===== config.mk =====
export PLATFORM = sky130hd
export DESIGN_NAME = ccd_tgen_param
export DESIGN_NICKNAME = d
export VERILOG_FILES = /design/src/rtl/ccd_tgen_param.sv
export SDC_FILE = /design/constraint.sdc
export NUM_CORES = 1
export LEC_CHECK = 0
export ABC_AREA = 1
export BUFFER_PORTS_ARGS = -buffer_cell sky130_fd_sc_hd__clkbuf_2
export CAP_MARGIN = 20
export CORE_ASPECT_RATIO = 0.75
export CORE_MARGIN = 2
export CORE_UTILIZATION = 65
export CTS_BUF_LIST = sky130_fd_sc_hd__clkbuf_4
export CTS_CLUSTER_DIAMETER = 60
export DETAILED_ROUTE_END_ITERATION = 10
export PLACE_DENSITY = 0.87
export SYNTH_ARGS = -nofsm -noshare
export SYNTH_HDL_FRONTEND = slang
export SYNTH_SLANG_ARGS = --single-unit

===== constraint.sdc =====
create_clock -name clk -period 13.8 [get_ports clk]
set_clock_uncertainty 0.05 [all_clocks]
set_input_delay 2.07 -clock clk [delete_from_list [all_inputs] [get_ports clk]]
set_output_delay 2.07 -clock clk [all_outputs]
set_load 0.02 [all_outputs]

===== src/rtl/ccd_tgen_param.sv =====
// Run-time programmable CCD timing generator: V2 transfer, per-line vertical shift,
// horizontal readout, optional shutter line and FDG line skipping, with AFE syncs.
module ccd_tgen_param #(
  parameter int CNTW   = 16,
  parameter int SUBPIX = 4,
  parameter int TVE    = 4,
  parameter int HSW    = 2,
  parameter int SKIPW  = 4
) (
  input  logic              clk,
  input  logic              rst_n,
  input  logic              start,
  input  logic              stop,
  input  logic              cfg_cont,
  input  logic [8*CNTW-1:0] cfg_tim,
  input  logic [CNTW-1:0]   cfg_hpix,
  input  logic [CNTW-1:0]   cfg_vpix,
  input  logic [SKIPW-1:0]  cfg_vskip,
  input  logic              cfg_eshut_en,
  input  logic [CNTW-1:0]   cfg_eshut_ln,
  output logic              busy,
  output logic              frame_done,
  output logic [CNTW-1:0]   line_cnt,
  output logic              dvp_hsync,
  output logic              dvp_vsync,
  output logic              tcon_v1,
  output logic              tcon_v2,
  output logic              tcon_v23,
  output logic              tcon_fdg,
  output logic              tcon_strobe,
  output logic              tcon_h1,
  output logic              tcon_h2,
  output logic              tcon_rg
);

  localparam int LSUB = $clog2(SUBPIX);
  localparam int HW   = CNTW + LSUB + 2;
  localparam int VW   = CNTW + 1;

  typedef logic [HW-1:0] hw_t;
  typedef logic [VW-1:0] vw_t;
  typedef enum logic [2:0] {
    S_IDLE, S_XFER, S_VSHIFT, S_ESHUT, S_ACTIVE, S_HBP, S_SKIP
  } state_t;

  localparam hw_t TVE_H = hw_t'(TVE);
  localparam hw_t HSW_H = hw_t'(HSW);
  localparam hw_t SUB_H = hw_t'(SUBPIX);

  function automatic hw_t ext(input logic [CNTW-1:0] x);
    return {{(HW-CNTW){1'b0}}, x};
  endfunction

  state_t           state_q, state_d;
  hw_t              h_q, h_d;
  vw_t              v_q, v_d;
  logic [SKIPW-1:0] sk_q, sk_d;
  logic             first_q, first_d;
  logic             stop_q, stop_d;
  logic             busy_q, busy_d;
  logic             done_q, done_d;
  logic             v1_q, v1_d, v2_q, v2_d, v23_q, v23_d, fdg_q, fdg_d;
  logic             strobe_q, strobe_d, h1_q, h1_d, h2_q, h2_d, rg_q, rg_d;
  logic             hs_q, hs_d, vs_q, vs_d;
  logic             load, frame_end;

  // Shadow configuration, refreshed only when a frame is launched.
  logic [8*CNTW-1:0] tim_q, tim_d;
  logic [CNTW-1:0]   hpix_q, hpix_d, vpix_q, vpix_d, eln_q, eln_d;
  logic [SKIPW-1:0]  vskip_q, vskip_d;
  logic              een_q, een_d, cont_q, cont_d;

  hw_t t3p, tv3rd, t3d, tvccd, thd, ts, tsd, tfd;
  hw_t len_x, len_l, len_e, len_a, hp1;
  vw_t v_inc, vpix_x;
  logic vwin_v1, vwin_v2;

  always_comb begin
    t3p   = ext(tim_q[0*CNTW +: CNTW]);
    tv3rd = ext(tim_q[1*CNTW +: CNTW]);
    t3d   = ext(tim_q[2*CNTW +: CNTW]);
    tvccd = ext(tim_q[3*CNTW +: CNTW]);
    thd   = ext(tim_q[4*CNTW +: CNTW]);
    ts    = ext(tim_q[5*CNTW +: CNTW]);
    tsd   = ext(tim_q[6*CNTW +: CNTW]);
    tfd   = ext(tim_q[7*CNTW +: CNTW]);
    len_x = t3p + tv3rd + t3d;
    len_l = tvccd + thd;
    len_e = ts + tsd;
    len_a = (ext(hpix_q) + hw_t'(1)) << LSUB;
    hp1   = h_q + hw_t'(1);
    v_inc = v_q + vw_t'(1);
    vpix_x = {1'b0, vpix_q};
    // Guard comparisons are rearranged (h+TVE vs. bound) so no subtraction can wrap.
    vwin_v1 = (h_q >= TVE_H) && (h_q + TVE_H < tvccd);
    vwin_v2 = (h_q < tvccd);
  end

  // Sequencer: "last" tests use h+1 >= length so a zero-length window still advances.
  always_comb begin
    state_d   = state_q;
    h_d       = hp1;
    v_d       = v_q;
    sk_d      = sk_q;
    first_d   = first_q;
    stop_d    = stop_q | stop;
    load      = 1'b0;
    frame_end = 1'b0;
    case (state_q)
      S_IDLE: begin
        h_d    = '0;
        stop_d = start & stop;
        if (start) begin
          state_d = S_XFER;
          load    = 1'b1;
          v_d     = '0;
          first_d = 1'b1;
        end
      end
      S_XFER: begin
        if (hp1 >= len_x) begin
          state_d = S_VSHIFT;
          h_d     = '0;
        end
      end
      S_VSHIFT: begin
        if (hp1 >= len_l) begin
          h_d     = '0;
          first_d = 1'b0;
          state_d = (een_q && (v_q == {1'b0, eln_q})) ? S_ESHUT : S_ACTIVE;
        end
      end
      S_ESHUT: begin
        if (hp1 >= len_e) begin
          state_d = S_ACTIVE;
          h_d     = '0;
        end
      end
      S_ACTIVE: begin
        if (hp1 >= len_a) begin
          state_d = S_HBP;
          h_d     = '0;
        end
      end
      S_HBP: begin
        if (hp1 >= SUB_H) begin
          h_d = '0;
          v_d = v_inc;
          if (v_inc > vpix_x) begin
            frame_end = 1'b1;
          end else if (vskip_q != '0) begin
            state_d = S_SKIP;
            sk_d    = '0;
          end else begin
            state_d = S_VSHIFT;
          end
        end
      end
      S_SKIP: begin
        if (sk_q == '0) begin
          if (hp1 >= tfd) begin
            h_d  = '0;
            sk_d = SKIPW'(1);
          end
        end else if (hp1 >= len_l) begin
          h_d = '0;
          v_d = v_inc;
          if (v_inc > vpix_x) begin
            frame_end = 1'b1;
          end else if (sk_q == vskip_q) begin
            state_d = S_VSHIFT;
          end else begin
            sk_d = sk_q + SKIPW'(1);
          end
        end
      end
      default: begin
        state_d = S_IDLE;
        h_d     = '0;
      end
    endcase
    if (frame_end) begin
      h_d    = '0;
      v_d    = '0;
      stop_d = 1'b0;
      if (cont_q && !stop_q && !stop) begin
        state_d = S_XFER;
        load    = 1'b1;
        first_d = 1'b1;
      end else begin
        state_d = S_IDLE;
      end
    end
    busy_d = (state_d != S_IDLE);
    done_d = frame_end;
  end

  // Output decode from the current state/h_cnt; registered below.
  always_comb begin
    v1_d = 1'b1; v2_d = 1'b0; v23_d = 1'b0; fdg_d = 1'b0; strobe_d = 1'b0;
    h1_d = 1'b1; h2_d = 1'b0; rg_d = 1'b0; hs_d = 1'b0; vs_d = 1'b0;
    if (state_q != S_IDLE) rg_d = (h_q[LSUB-1:0] == '0);
    case (state_q)
      S_XFER: begin
        v2_d  = 1'b1;
        v1_d  = !((h_q >= t3p) && (h_q + TVE_H < t3p + tv3rd));
        v23_d = (h_q + TVE_H >= t3p) && (h_q < t3p + tv3rd);
      end
      S_VSHIFT: begin
        v1_d = !vwin_v1;
        v2_d = vwin_v2;
        hs_d = (h_q < HSW_H);
        vs_d = first_q;
      end
      S_ESHUT:  strobe_d = (h_q < ts);
      S_ACTIVE: begin
        h1_d = !h_q[LSUB-1];
        h2_d = h_q[LSUB-1];
      end
      S_SKIP: begin
        if (sk_q == '0) begin
          fdg_d = 1'b1;
        end else begin
          v1_d  = !vwin_v1;
          v2_d  = vwin_v2;
          fdg_d = !((sk_q == vskip_q) && (h_q + tfd >= len_l));
        end
      end
      default: ;
    endcase
  end

  always_comb begin
    tim_d   = load ? cfg_tim      : tim_q;
    hpix_d  = load ? cfg_hpix     : hpix_q;
    vpix_d  = load ? cfg_vpix     : vpix_q;
    vskip_d = load ? cfg_vskip    : vskip_q;
    een_d   = load ? cfg_eshut_en : een_q;
    eln_d   = load ? cfg_eshut_ln : eln_q;
    cont_d  = load ? cfg_cont     : cont_q;
  end

  always_ff @(posedge clk or negedge rst_n) begin
    if (!rst_n) begin
      state_q  <= S_IDLE;
      h_q      <= '0;
      v_q      <= '0;
      sk_q     <= '0;
      first_q  <= 1'b0;
      stop_q   <= 1'b0;
      busy_q   <= 1'b0;
      done_q   <= 1'b0;
      v1_q     <= 1'b1;
      v2_q     <= 1'b0;
      v23_q    <= 1'b0;
      fdg_q    <= 1'b0;
      strobe_q <= 1'b0;
      h1_q     <= 1'b1;
      h2_q     <= 1'b0;
      rg_q     <= 1'b0;
      hs_q     <= 1'b0;
      vs_q     <= 1'b0;
    end else begin
      state_q  <= state_d;
      h_q      <= h_d;
      v_q      <= v_d;
      sk_q     <= sk_d;
      first_q  <= first_d;
      stop_q   <= stop_d;
      busy_q   <= busy_d;
      done_q   <= done_d;
      v1_q     <= v1_d;
      v2_q     <= v2_d;
      v23_q    <= v23_d;
      fdg_q    <= fdg_d;
      strobe_q <= strobe_d;
      h1_q     <= h1_d;
      h2_q     <= h2_d;
      rg_q     <= rg_d;
      hs_q     <= hs_d;
      vs_q     <= vs_d;
    end
  end

  always_ff @(posedge clk) begin
    tim_q   <= tim_d;
    hpix_q  <= hpix_d;
    vpix_q  <= vpix_d;
    vskip_q <= vskip_d;
    een_q   <= een_d;
    eln_q   <= eln_d;
    cont_q  <= cont_d;
  end

  assign busy        = busy_q;
  assign frame_done  = done_q;
  assign line_cnt    = v_q[CNTW-1:0];
  assign dvp_hsync   = hs_q;
  assign dvp_vsync   = vs_q;
  assign tcon_v1     = v1_q;
  assign tcon_v2     = v2_q;
  assign tcon_v23    = v23_q;
  assign tcon_fdg    = fdg_q;
  assign tcon_strobe = strobe_q;
  assign tcon_h1     = h1_q;
  assign tcon_h2     = h2_q;
  assign tcon_rg     = rg_q;

endmodule


* Word level (Yosys, flattened, before mapping)
Cells that the tools add are included.
** Word-level totals
- Flip-flop bits (word level) :: 240
- Output and inout bits :: 28
- Input bits :: 186
** Operators by class
- Bitwise logic cells :: 2
- Reduce and logical (&&, ||, !) cells :: 23
- Multiplexer cells :: 69
- Eq/ne operators :: 19
- $lt $le $gt $ge :: 17
- Add/subtract/negate cells :: 10
** Operators with widths (number)
- $mux W20 :: 8
- $pmux W20 S6 :: 1
- $mux W17 :: 5
- $ge A20 B16 Y1 :: 3
- $ge A20 B17 Y1 :: 3
- $lt A20 B16 Y1 :: 3
- $add A16 B16 Y17 :: 3
- $pmux W17 S3 :: 1
- $mux W3 :: 14
- $add A20 B16 Y20 :: 2
- $ge A20 B3 Y1 const B :: 2
- $mux W4 :: 8
- $mux W1 :: 26
- $ne A3 B3 Y1 const B :: 8
- $pmux W3 S7 :: 1
- $add A20 B1 Y20 const B :: 1
- $add A20 B3 Y20 const B :: 1
- $ge A20 B19 Y1 :: 1
- $ge A20 B20 Y1 :: 1
- $lt A20 B17 Y1 :: 1
- $lt A20 B2 Y1 const B :: 1
- $lt A20 B20 Y1 :: 1
- $add A16 B1 Y17 const B :: 1
- $add A17 B1 Y17 const B :: 1
- 23 further kinds :: 43

* Depth between registers and ports, before layout
Gate-level depths: netlist of run 1.
- Depth after elaboration :: 8
- Gate-level depth with buffers :: 34
- Gate-level depth less buffers :: 34

* Worst setup path before layout of run 1
Ideal clock, no wire load.
- Path type :: flip-flop to flip-flop
- Start :: reg tim_q[50]
- End :: reg cont_q, enable pin
- Slack :: 5.931 ns
- Required time :: 13.200 ns
- Arrival :: 7.269 ns
- Period minus slack after synthesis :: 7.869 ns
- Setup time :: 0.550 ns
- Stages on the path, launching flop included :: 27
- Cells stage by stage :: edfxtp_1 > ha_1 > a21o_1 > nand2_1 > and3_1 > o21ai_0 > a21boi_0 > o21ai_0 > xnor2_1 > ha_1 > nand2_1 > inv_1 > nand3_1 > nor3_1 > nand2_1 > nand2_1 > nand2_1 > nand2_1 > nand2_1 > nand2_4 > inv_2 > nor2_2 > nor2_4 > buf_6 > nor2_2 > inv_1 > nand2_1
** On the way
- Word-level cells in the longest chain between the ends :: 6
** Ends and longest elaborated chain
- start: declaration :: line 68 : logic [8*CNTW-1:0] tim_q, tim_d;
- start signal: assignment :: line 286 : tim_q <= tim_d;
- $add A16 B16 Y17 :: line 88 : len_l = tvccd + thd;
- $ge A20 B17 Y1 :: line 165 : end else if (hp1 >= len_l) begin
- $mux W1 :: line 165
- $mux W1 :: line 160 : if (sk_q == '0) begin
- $pmux W1 S2 :: line 109 : case (state_q)
- $mux W1 :: line 182 : if (frame_end) begin
- net load :: line 65 : logic load, frame_end;
- end signal: assignment :: line 292 : cont_q <= cont_d;
- end: declaration :: line 71 : logic een_q, een_d, cont_q, cont_d;
The timed path passes the listed nets, and every way through them passes these cells.
A chain may end at the register's enable or synchronous reset.

* Worst setup path in the final report of run 1
- Start :: reg tim_q[51]
- End :: reg tim_q[91], enable pin
** On the way
- Word-level cells in the longest chain between the ends :: 6
** Ends and longest elaborated chain (line)
- $add A16 B16 Y17 :: 88
- $ge A20 B17 Y1 :: 165
- $mux W1 :: 165
- $mux W1 :: 160
- $pmux W1 S2 :: 109
- $mux W1 :: 182
- net load :: 65
The timed path passes the listed nets, and every way through them passes these cells.

==> results of run 1 <==
-- registers in the layout (all words and copies together), names as in the netlist, 3 cells and up --
name,cells
tim_q,128
state_q,3
vpix_q,16
sk_q,4
hpix_q,16
v_q,17
h_q,20
eln_q,16
vskip_q,4
-- routing by layer --
| layer | share of wire | up-vias |
|---|---|---|
| met3 | 0.092 | 95 |
| met2 | 0.43 | 745 |
| met4 | 0.027 | 0 |
| met1 | 0.45 | 7396 |
| li1 | - | 7642 |
| met5 | 0 | - |
-- area by class of cell --
class                   instances  area share
diodes                          2    0.000241
clock buffers                  87      0.0314
clock inverters                18     0.00373
inverters                     303      0.0547
multi-input cells            1502       0.500
flip-flops and latches        240       0.333
well taps                     385      0.0232
repair buffers                218      0.0531
-- cell families after synthesis --
kind of cell,share of synthesized area
other,0.000201
AND/OR/NAND/NOR,0.173
adder cells (fa/ha/maj),0.216
buffers and inverters,0.0727
AO/OA/AOI/OAI,0.103
flip-flops,0.371
XOR/XNOR,0.0642
-- power groups by stage --
stage	Clock (mW)	Sequential [mW]	Combinational, mW
2_1_floorplan	0	1.03	1.09
3_3_place_gp	0	1.02	1.38
3_5_place_dp	0	1.03	1.46
4_1_cts	0.603	1.02	1.47
5_1_grt	0.642	1.03	1.68
6_report	0.592	1.02	1.50
-- worst min-delay path by stage --
stage                     slack [ns]  depth (start not counted)                  end                start
after floorplan                 0.42                          2  v_q[16]$_DFFE_PN0P_  v_q[16]$_DFFE_PN0P_
after global placement          0.46                          2  v_q[16]$_DFFE_PN0P_  v_q[16]$_DFFE_PN0P_
after detailed placement        0.45                          2    first_q$_DFF_PN0_    first_q$_DFF_PN0_
after CTS                       0.46                          2    first_q$_DFF_PN0_    first_q$_DFF_PN0_
after global routing            0.52                          2  dvp_vsync$_DFF_PN0_    first_q$_DFF_PN0_
final                           0.47                          2    first_q$_DFF_PN0_    first_q$_DFF_PN0_
-- worst min-delay path: stages (launching register included) --
cell,delay (ns)
dfrtp_1,0.35
o32ai_1,0.08
nand2_1,0.06
-- layout by cell type (no fill, tap or decap), types with 7 or more instances in the layout --
| cell | Yosys | layout |
|---|---|---|
| a211oi_1 | 15 | 15 |
| a21boi_0 | 11 | 11 |
| a21o_1 | 11 | 11 |
| a21oi_1 | 161 | 161 |
| a31oi_1 | 11 | 11 |
| clkbuf_2 | 1 | 213 |
| clkbuf_4 | 0 | 87 |
| clkinv_1 | 0 | 11 |
| dfrtp_1 | 56 | 56 |
| edfxtp_1 | 182 | 182 |
| ha_1 | 314 | 314 |
| inv_1 | 298 | 298 |
| nand2_1 | 357 | 356 |
| nand2_2 | 7 | 7 |
| nand3_1 | 86 | 86 |
| nand4_1 | 42 | 42 |
| nor2_1 | 122 | 122 |
| nor2_2 | 18 | 18 |
| nor3_1 | 43 | 43 |
| o21a_1 | 7 | 7 |
| o21ai_0 | 67 | 67 |
| o21ai_1 | 16 | 16 |
| o21bai_1 | 10 | 10 |
| xnor2_1 | 37 | 37 |
| xor2_1 | 96 | 96 |
==> metrics, run 1 <==
Layout area overhead 11.3%; slew margin rel. 0.264; element type at the critical path end register; I/O Buffers 213; Post-route DRC 0; Detail Route Antenna Nets 0; DRT iter0 DRCs 1,356; Syn Area/Cell 9.00 um^2; max_cap viols 0; multi-input logic area between 10,000 and 15,000 um^2; delay-heaviest family, CP simple AND/OR/NAND/NOR gates; Buf/Inv on CP 6; Synth top area share 0.293; Synth warnings 0; dpl ws 7.20 ns; Cell Count, Final, Fillers Out 2,755; TNS Setup 0 ns; Syn Inst Count 2,074; setup slack on the worst flop-to-flop path a little over 7 ns; CP endpoint tim_q[91]$_DFFE_PP_; initial core utilization 0.664; Global Route met1 Usage 0.475; layout cells sized above 1 0.158; clk buf depth 3; crit path kind reg -> reg; total wire length 49,100 um; Clock Power Share 0.190; f_max 150 MHz; syn_nets 2,579; maximum fanout along the worst path 66; Final Cell Area just over 20,000 um^2; total vias in the final route 15,900; Clock Pin Slew Worst Setup and Hold Paths 0.07 ns; Netlist Area Pre-Place 18,700 um^2; Core Util, Final 0.739; slowest cell delay on critical path 0.78 ns; Seq pwr share 0.327; Placer Congestion 0.948; Worst Path Arrival 6.98 ns; H-tree depth 2; NetSw roughly 1.4 mW; flops & latches, synth 240; cell type with the largest total area after synthesis edfxtp_1; RSZ-0062 raised after global routing no; CTS tree yes; final setup margin 7.13 ns; final net count 2,829; worst skew pair latency 0.77 ns; worst r2r src tim_q[51]$_DFFE_PP_; fraction of registers with async set/reset 0.242; Core Footprint about 28,000 um^2; average wire per standard cell about 18 um; vias in the first global route 15,300; post-DR vias/cell 5.76; Area contributors post-synth edfxtp_1 29%, ha_1 21%, dfrtp_1 7.5%, nand2_1 7.2%, inv_1 6.0%; Top FF cell, synth edfxtp_1; Initial DRT Pass Iterations 6; CP max-delay cell buf_4; Post-CTS Setup Inserts 0; number of cells on the critical path 28; Clock Tree Root clkbuf_4; Most Crowded Layer GR met2; worst-case reg-to-reg path depth 28; I/O Pins 214; crit start category register; Reg-to-Reg End tim_q[91]$_DFFE_PP_; placed cell areas 20,000 um^2; die outline area 30,100 um^2; total global-route track usage 0.328; PostCTS Resize Cnt 0; Min Clock Period, post-route 6.67 ns; FF/Latch Area 6920 um^2; most frequent cell after synthesis nand2_1; Layout fillers 2,129; Synth top cells by count 357 x nand2_1, 314 x ha_1, 298 x inv_1, 182 x edfxtp_1, 161 x a21oi_1; setup violators final 0; Max VDD drop 0.101 mV; die width 200 um; # clock sinks 240; cts hold-fix bufs 0; Final Hold Fails 0; pwr dens roughly 150 nW/um^2; TritonCTS buffer count around 60; CP startpoint tim_q[51]$_DFFE_PP_; leakage power 10.6 nW; period utilization 0.483; Hold Path Class reg -> reg; Comb pwr share 0.483; Sw Ratio 0.435; # rows 53; Synth cell types 60; internal power 1.76 mW; grt met2 use 0.495; Final Max Slew Viols 0; initial antenna violation count 1; final global-route overflow total 0; pin count of the biggest net entering global routing 67; # placed instances 2,648; Req. time, crit path around 14 ns; global-route wire length before repair 76,300 um; register area share after synthesis 0.371; number of synthesized flops with an enable pin ~180; actual transition at the worst max-transition pin 1.10 ns; status finished clean; Overall Power 3.11 mW; met3 global-route usage 0.0629; dpl hpwl 39,500 um; Hold Slack roughly 0.47 ns; DIE HEIGHT 151 um; most used cell, CP nand2_1
Note: power is estimated with default switching activity, not from simulation.
==> inputs of run 2 (changes only) <==
CORE_UTILIZATION = 62   (was 65)
PLACE_DENSITY = 0.84   (was 0.87)
clock period = 7 ns   (was 13.8 ns; I/O delays follow)
==> run 2 against run 1 <==
  * Power grew 100%
  * Setup slack worse by 6.0 ns
  * Global-route usage is 1.6 points lower
  * Final cell count increased by 0.65%
  * Die area up 4.7%
  * Sequential cell count unchanged
  * Hold slack got worse by 0.10 ns
  * Sequential share of layout area shrank 0.27 points
  * Critical path depth is 2 higher
  * Largest cell class unchanged
==> metrics, run 2 (same netlist as run 1, synthesis figures left out) <==
status finished clean; internal power 3.61 mW (+110%); biggest regs tim_q x128, h_q x20, v_q x17; Min Clock Period, post-route 5.88 ns (-0.783 ns); commonest cells after routing, fill and taps aside 356 x nand2_1, 314 x ha_1, 298 x inv_1, 213 x clkbuf_2, 182 x edfxtp_1; layout cells sized above 1 0.161 (+0.00214); TNS Setup 0 ns (unchanged); I/O Pins 214 (unchanged); dpl ws 1.27 ns (-5.94 ns); dpl hpwl 39,100 um (-1.1%); max_cap viols 0 (unchanged); slowest cell delay on critical path 0.76 ns (-0.02 ns); Final Max Slew Viols 0 (unchanged); NetSw 2.64 mW (+95%); slew margin rel. 0.349 (+0.0845); initial core utilization 0.636 (-0.0273); crit path kind reg -> reg; Biggest register tim_q; setup violators final 0 (unchanged); maximum fanout along the worst path 19 (-71%); H-tree depth 2 (unchanged); initial antenna violation count 1 (unchanged); commonest non-fill, non-tap cell in the layout nand2_1; Max VDD drop 0.231 mV (+130%); clk buf depth 3 (unchanged); crit start category register; die outline area 31,500 um^2 (+4.7%); Layout fillers 2,247 (+5.5%); final setup margin 1.12 ns (-6.02 ns); DRT iter0 DRCs 1,310 (-3.4%); Initial DRT Pass Iterations 5 (-1); Clock Tree Root clkbuf_4; Hold Slack 0.369 ns (-0.101 ns); Layout area overhead 12.2%; average wire per standard cell 17.6 um (-1.2%); Comb pwr share 0.469 (-0.014); cts hold-fix bufs 0 (unchanged); DIE HEIGHT 154 um (+2.3%); vias in the first global route 15,400 (+0.41%); CTS tree yes; pin count of the biggest net entering global routing 99 (+48%); worst skew pair latency 0.77 ns (about the same); Worst Path Arrival 6.43 ns (-0.55 ns); die width 204 um (+2.3%); RSZ-0062 raised after global routing no; Hold Path Class in -> async; Detail Route Antenna Nets 0 (unchanged); Placer Congestion 0.967 (+2.0%); actual transition at the worst max-transition pin 0.974 ns (-0.126 ns); Clock Power Share 0.209 (+0.019); # rows 54 (+1.9%); total wire length 48,800 um (-0.59%); # clock sinks 240 (unchanged); final net count 2,832 (+0.11%); final global-route overflow total 0 (unchanged); f_max 170 MHz (+13%); element type at the critical path end register; CP max-delay cell nor3_4; TritonCTS buffer count 61 (+3.4%); Core Footprint 29,300 um^2 (+4.3%); global-route wire length before repair 77,400 um (+1.4%); Clock Pin Slew Worst Setup and Hold Paths 0.07 ns (about the same); total global-route track usage 0.312 (-0.0159); Final Hold Fails 0 (unchanged); Overall Power 6.25 mW (+100%); post-DR vias/cell 5.67 (-1.6%); Sw Ratio 0.423 (-0.0122); I/O Buffers 213 (unchanged); max reg flops 128 (unchanged); Post-route DRC 0 (unchanged); pwr dens 298 nW/um^2 (+99%); PostCTS Resize Cnt 0 (unchanged); most used cell, CP nand2_1; leakage power 10.6 nW (+0.73%); total vias in the final route 15,700 (-0.98%); period utilization 0.840 (+0.357); Seq pwr share 0.321 (-0.006); Req. time, crit path 7.55 ns (-6.56 ns); Post-CTS Setup Inserts 0 (unchanged)
[run 2: cell types whose count changed in the layout (fill, tap and decap cells not counted), sizes merged]
cell / before / now
buf: 5 / 6
bufinv: 0 / 3
clkinv: 16 / 22
diode: 2 / 1
clkbuf: 300 / 303
clkinvlp: 1 / 0
[run 2: worst max-delay path: cells and delay by family (launching register included)]
family / cells / cell delay (ns)
adder cells (fa/ha/maj): 4 / 1.12
XOR/XNOR: 2 / 0.37
buffers and inverters: 5 / 0.39
AO/OA/AOI/OAI: 7 / 1.64
flip-flops: 1 / 0.39
AND/OR/NAND/NOR: 12 / 1.77
[run 2: metal layers]
| layer | up-vias | track usage | routed length, um | share of wire |
|---|---|---|---|---|
| met3 | 89 | 0.0491 | 4170 | 0.085 |
| met4 | 0 | 0.0925 | 1120 | 0.023 |
| met5 | - | 0 | 0 | 0 |
| met1 | 7345 | 0.457 | 22400 | 0.46 |
| met2 | 633 | 0.479 | 21100 | 0.43 |
| li1 | 7655 | - | - | - |
[run 2: cell type report]
class                           instances  area (um^2)  area share
Antenna cell                            1         2.50    0.000119
Timing Repair Buffer                  219         1120      0.0537
Clock inverter                         26          188     0.00896
Clock buffer                           90          676      0.0323
Inverter                              303         1140      0.0543
Multi-Input combinational cell       1502        10400       0.497
Sequential cell                       240         6920       0.330
Tap cell                              392          490      0.0234
[run 2: power by group through the flow]
stage          Sequential [mW]  Combinational, mW  Clock (mW)
2_1_floorplan             2.01               2.15           0
3_3_place_gp              2.02               2.69           0
3_5_place_dp              2.03               2.86           0
4_1_cts                   2.00               2.89        1.34
5_1_grt                   2.03               3.30        1.41
6_report                  2.01               2.93        1.31
[run 2: path summary, 6_finish.rpt]
check	slack, ns	from	cells after the start	endpoint
worst max-delay path	1.12	tim_q[0]$_DFFE_PP_	30	h_q[3]$_DFF_PN0_
worst min-delay path	0.37	rst_n	2	v_q[11]$_DFFE_PN0P_
worst max register to register	1.12	tim_q[0]$_DFFE_PP_	30	h_q[3]$_DFF_PN0_
worst min register to register	0.47	first_q$_DFF_PN0_	2	first_q$_DFF_PN0_
max in group asynchronous	5.94	rst_n	2	v_q[8]$_DFFE_PN0P_
min in group clk	0.41	cfg_vskip[1]	1	vskip_q[1]$_DFFE_PP_
[run 2: through the flow]
| step | util | cell area, um^2 | instances |
|---|---|---|---|
| global route | 0.714 | 20900 | 2773 |
| floorplan | - | 18700 | 2074 |
| global placement | 0.685 | 20100 | 2656 |
| finish | 0.714 | 20900 | 2773 |
| CTS | 0.714 | 20900 | 2772 |
| detailed placement | 0.685 | 20100 | 2656 |
